`config.mk`:
```
export PLATFORM = sky130hd
export DESIGN_NAME = register_file
export DESIGN_NICKNAME = d
export VERILOG_FILES = /design/src/rtl/register_file_pkg.sv /design/src/rtl/register_file_rf_read_mux.sv /design/src/rtl/register_file.sv
export SDC_FILE = /design/constraint.sdc
export NUM_CORES = 1
export LEC_CHECK = 0
export BUFFER_PORTS_ARGS = -buffer_cell sky130_fd_sc_hd__buf_4
export CAP_MARGIN = 15
export CORE_MARGIN = 1
export CORE_UTILIZATION = 45
export DETAILED_ROUTE_END_ITERATION = 16
export PLACE_DENSITY = 0.61
export SYNTH_ARGS = -nofsm -noshare
export SYNTH_HDL_FRONTEND = slang
export SYNTH_SLANG_ARGS = --single-unit
```
`constraint.sdc`:
```
create_clock -name CLK -period 1.7 [get_ports CLK]
set_input_delay 0.255 -clock CLK [delete_from_list [all_inputs] [get_ports CLK]]
set_output_delay 0.255 -clock CLK [all_outputs]
set_load 0.02 [all_outputs]
```
`src/rtl/register_file_pkg.sv`:
```
// Shared constants and types for the 16 x 16-bit register file.
//   DATA_W  : register / data width in bits
//   ADDR_W  : address width (depth = 2**ADDR_W)
//   DEPTH   : number of registers
//   DIS_REG : index of the register mirrored on the front-panel display
package register_file_pkg;

  localparam int DATA_W  = 16;
  localparam int ADDR_W  = 4;
  localparam int DEPTH   = 2 ** ADDR_W;
  localparam int DIS_REG = 15;

  typedef logic [DATA_W-1:0] word_t;
  typedef logic [ADDR_W-1:0] addr_t;

endpackage

```
`src/rtl/register_file_rf_read_mux.sv`:
```
// 16:1 combinational read multiplexer over the packed register array.
// Ports:
//   regs_i : all register contents, entry i at regs_i[i]
//   sel_i  : register index to read
//   data_o : contents of regs_i[sel_i], zero latency
module rf_read_mux
  import register_file_pkg::*;
(
  input  logic [DEPTH-1:0][DATA_W-1:0] regs_i,
  input  addr_t                        sel_i,
  output word_t                        data_o
);

  assign data_o = regs_i[sel_i];

endmodule

```
`src/rtl/register_file.sv`:
```
// 16-entry x 16-bit general-purpose register file.
// Two combinational read ports, one synchronous write port (active-low
// enable), and a dedicated display output that always mirrors R15.
// Ports:
//   CLK    : clock, writes happen on the rising edge
//   RSTBAR : asynchronous active-low reset, clears every register
//   WEBAR  : active-low write enable
//   RA1    : read address, port 1
//   RA2    : read address, port 2
//   WA     : write address
//   WD     : write data
//   RD1    : register[RA1], combinational
//   RD2    : register[RA2], combinational
//   DIS    : register[DIS_REG], combinational
module register_file
  import register_file_pkg::*;
(
  input  logic              CLK,
  input  logic              RSTBAR,
  input  logic              WEBAR,
  input  logic [ADDR_W-1:0] RA1,
  input  logic [ADDR_W-1:0] RA2,
  input  logic [ADDR_W-1:0] WA,
  input  logic [DATA_W-1:0] WD,
  output logic [DATA_W-1:0] RD1,
  output logic [DATA_W-1:0] RD2,
  output logic [DATA_W-1:0] DIS
);

  logic [DEPTH-1:0][DATA_W-1:0] regs_q;
  logic [DEPTH-1:0][DATA_W-1:0] regs_d;

  // Next-state: only the addressed entry changes, and only when enabled.
  always_comb begin
    regs_d = regs_q;
    if (!WEBAR) begin
      regs_d[WA] = WD;
    end
  end

  // Reset is asynchronous and dominates any pending write.
  always_ff @(posedge CLK or negedge RSTBAR) begin
    if (!RSTBAR) begin
      regs_q <= '0;
    end else begin
      regs_q <= regs_d;
    end
  end

  // Reads come straight from the registered array: no write bypass, so a
  // read of the address being written shows the old value until the edge.
  rf_read_mux u_mux_rd1 (
    .regs_i (regs_q),
    .sel_i  (RA1),
    .data_o (RD1)
  );

  rf_read_mux u_mux_rd2 (
    .regs_i (regs_q),
    .sel_i  (RA2),
    .data_o (RD2)
  );

  rf_read_mux u_mux_dis (
    .regs_i (regs_q),
    .sel_i  (addr_t'(DIS_REG)),
    .data_o (DIS)
  );

endmodule

```
==> metrics <==
vias in the first global route=9475; post-route ant nets=0; drt first pass iters=5; Die Area=slightly above 0.03 mm^2; r2r startpoint=regs_q[246]; largest registers=regs_q (256); largest buffer count on any clock path=3; flops & latches, synth=256; CTS clk-pin slew, worst paths=approximately 0.060 ns; initial antenna violation count=0; Worst Path Required=1.44 ns; Setup-failing EPs final=32; sequential element share of the synthesized area=0.476; worst hold path type=in2reg; initial core utilization=0.463; total wire length=about 39 mm; area grow syn2layout=23.6%; metal3 WL=2.16 mm; num rows=62; worst endpoint data arrival time=just under 2 ns; CTS buffer count=29; clk root buf=clkbuf_16; most frequent cells in the layout=254 x dfrtp_1, 245 x mux2_2, 128 x mux4_2; clk_lat worst skew=0.56 ns; maxcap violations=0; YS warnings=0; Peak VDD IR=0.000999 V; CP Launch Point=regs_q[50]; DRT iter0 DRCs=~630; Slew Limit Fails=0; Die Wd=175 um; Reg with most FFs=regs_q; worst r2r dst=regs_q[246]; most common cell after layout, fill and taps aside=dfrtp_1; Worst-Margin Slew=0.391 ns; drt via density=around 6.3; global-route wire length before repair=59.4 mm; Cells after Synth=862; minimum clock period=2.19 ns; max reg flops=256; pin count of the biggest net entering global routing=68; crit-path cells=mux4_2 -> a22oi_2 -> nand2_2 -> buf_6; M1 wire length=16.2 mm; final RePlAce weighted congestion=0.815; Worst R2R Path Depth=3; Max Fclk=456 MHz; power per cell area=1220 mW/mm^2; share of cells above drive strength 1=0.696; global-route usage over all layers=0.261; Tcrit/Tclk final=1.29; failing checks=negative setup slack; Setup Crit Path Kind=reg2out; unique cell type count in the Yosys netlist=20; Clock Skews=0 ns; worst-path fanout max=3; Pleak=6.95 nW; via count=8574; status=finished with violations; met2 wire len=approximately 19 mm; R2R setup slack=0.63 ns; fin worst setup slack=-0.492 ns; syn_area_per_cell=15.6 um^2; DP HPWL=25.6 mm; Mapped Nets=893; relative slew slack=0.739; Final Hold Vio Count=0; CTS tree=done; pre-CTS worst setup slack=-0.357 ns; H-tree lvl count=1; number of nets in the layout=999; Antenna diodes=0; crit path to=RD2[2]; Boundary Pins=slightly below 80; remaining global-route overflow=0; core box area=0.0291 mm^2; startpoint types=flip-flop; Avg WL per Cell=28.2 um; mapped cell area=0.0135 mm^2; DRC=0; RSZ-0062 raised after global routing=yes; Max Used Layer=met4; Crit path largest cell delay=about 0.48 ns; IO Port Bufs=78; CP Capture Type=output port; Fill cells=about 2300; Slowest-stage cell, CP=mux4_2; Min Hold Slack=0.0593 ns; Die H=175 um; CTS sink cnt=256
## cells in the mapped netlist, drive strengths merged
cell type	instances	area, um^2
dfrtp	256	6410
mux2	256	2880
mux4	128	2880
a22oi	64	480
buf	53	315
nand2	42	165
clkbuf	41	154
nor2b	8	50.1
nor2	4	15.0
nor3b	4	50.1
and2	2	12.5
and3	1	6.26
nand3b	1	20.0
nor3	1	10.0
or3	1	6.26
## layer usage
metal / vias to the layer above / global-route usage
met2: 275 / 0.433
met4: 0 / 0.0822
met3: 77 / 0.0474
met1: 4667 / 0.348
li1: 3555 / -
met5: - / 0
## cell families (layout without fill, tap and decap cells)
| group | Yosys count | in the layout | synth area share |
|---|---|---|---|
| DFF | 256 | 256 | 0.476 |
| and+or+nand+nor | 64 | 64 | 0.0249 |
| muxes | 384 | 384 | 0.428 |
| AOI/OAI and AO/OA | 64 | 64 | 0.0357 |
| buffers and inverters | 94 | 219 | 0.0349 |
## per-stage QoR
stage | cells | util | TNS, ns | total power, W | area [um^2]
floorplan | 862 | - | 0 | 0.0120 | 13700
global route | 1371 | 0.572 | -15.54 | 0.0212 | 16600
detailed placement | 1308 | 0.523 | -9.59 | 0.0138 | 15200
CTS | 1370 | 0.570 | -14.32 | 0.0204 | 16600
global placement | 1308 | 0.523 | -9.56 | 0.0135 | 15200
finish | 1371 | 0.572 | -13.98 | 0.0203 | 16600
## timing repair
item	in CTS	in global routing
setup endpoints to repair	32	32
setup buffers	11	1
hold endpoints to repair	123	0
hold buffers	1	0
resized for setup	89	5
pin swaps	58	8
## worst max-delay path: cells and delay by family (launching register included)
family / cells / cell delay (ns)
multiplexers: 1 / 0.48
AND/OR/NAND/NOR: 1 / 0.09
buffers and inverters: 1 / 0.14
flip-flops: 1 / 0.39
AO/OA/AOI/OAI: 1 / 0.27
## final cells by class
type                    instances  area [um^2]  area share
clock buffers                  43          838      0.0504
clock inverters                 7         67.6     0.00406
multi-input cells             512         6960       0.419
flip-flops and latches        256         6410       0.385
well taps                     384          480      0.0289
repair buffers                169         1870       0.113
## power breakdown
group / leakage, nW / internal (W) / switching [W]
Combinational: 3.36 / 0.00337 / 0.00233
Sequential: 3.14 / 0.00753 / 0.00107
Clock: 0.448 / 0.00353 / 0.00249
## how the worst min path moves through the flow
stage	start	end	slack (ns)	cells after the start
floorplan	RSTBAR	regs_q[0]	-0.04	0
global placement	RSTBAR	regs_q[240]	0.18	1
detailed placement	RSTBAR	regs_q[240]	0.18	1
CTS	WD[5]	regs_q[197]	0.03	2
global route	WD[7]	regs_q[199]	0.06	2
finish	WD[5]	regs_q[197]	0.06	2
No activity file was read; power rests on OpenSTA's default activity.
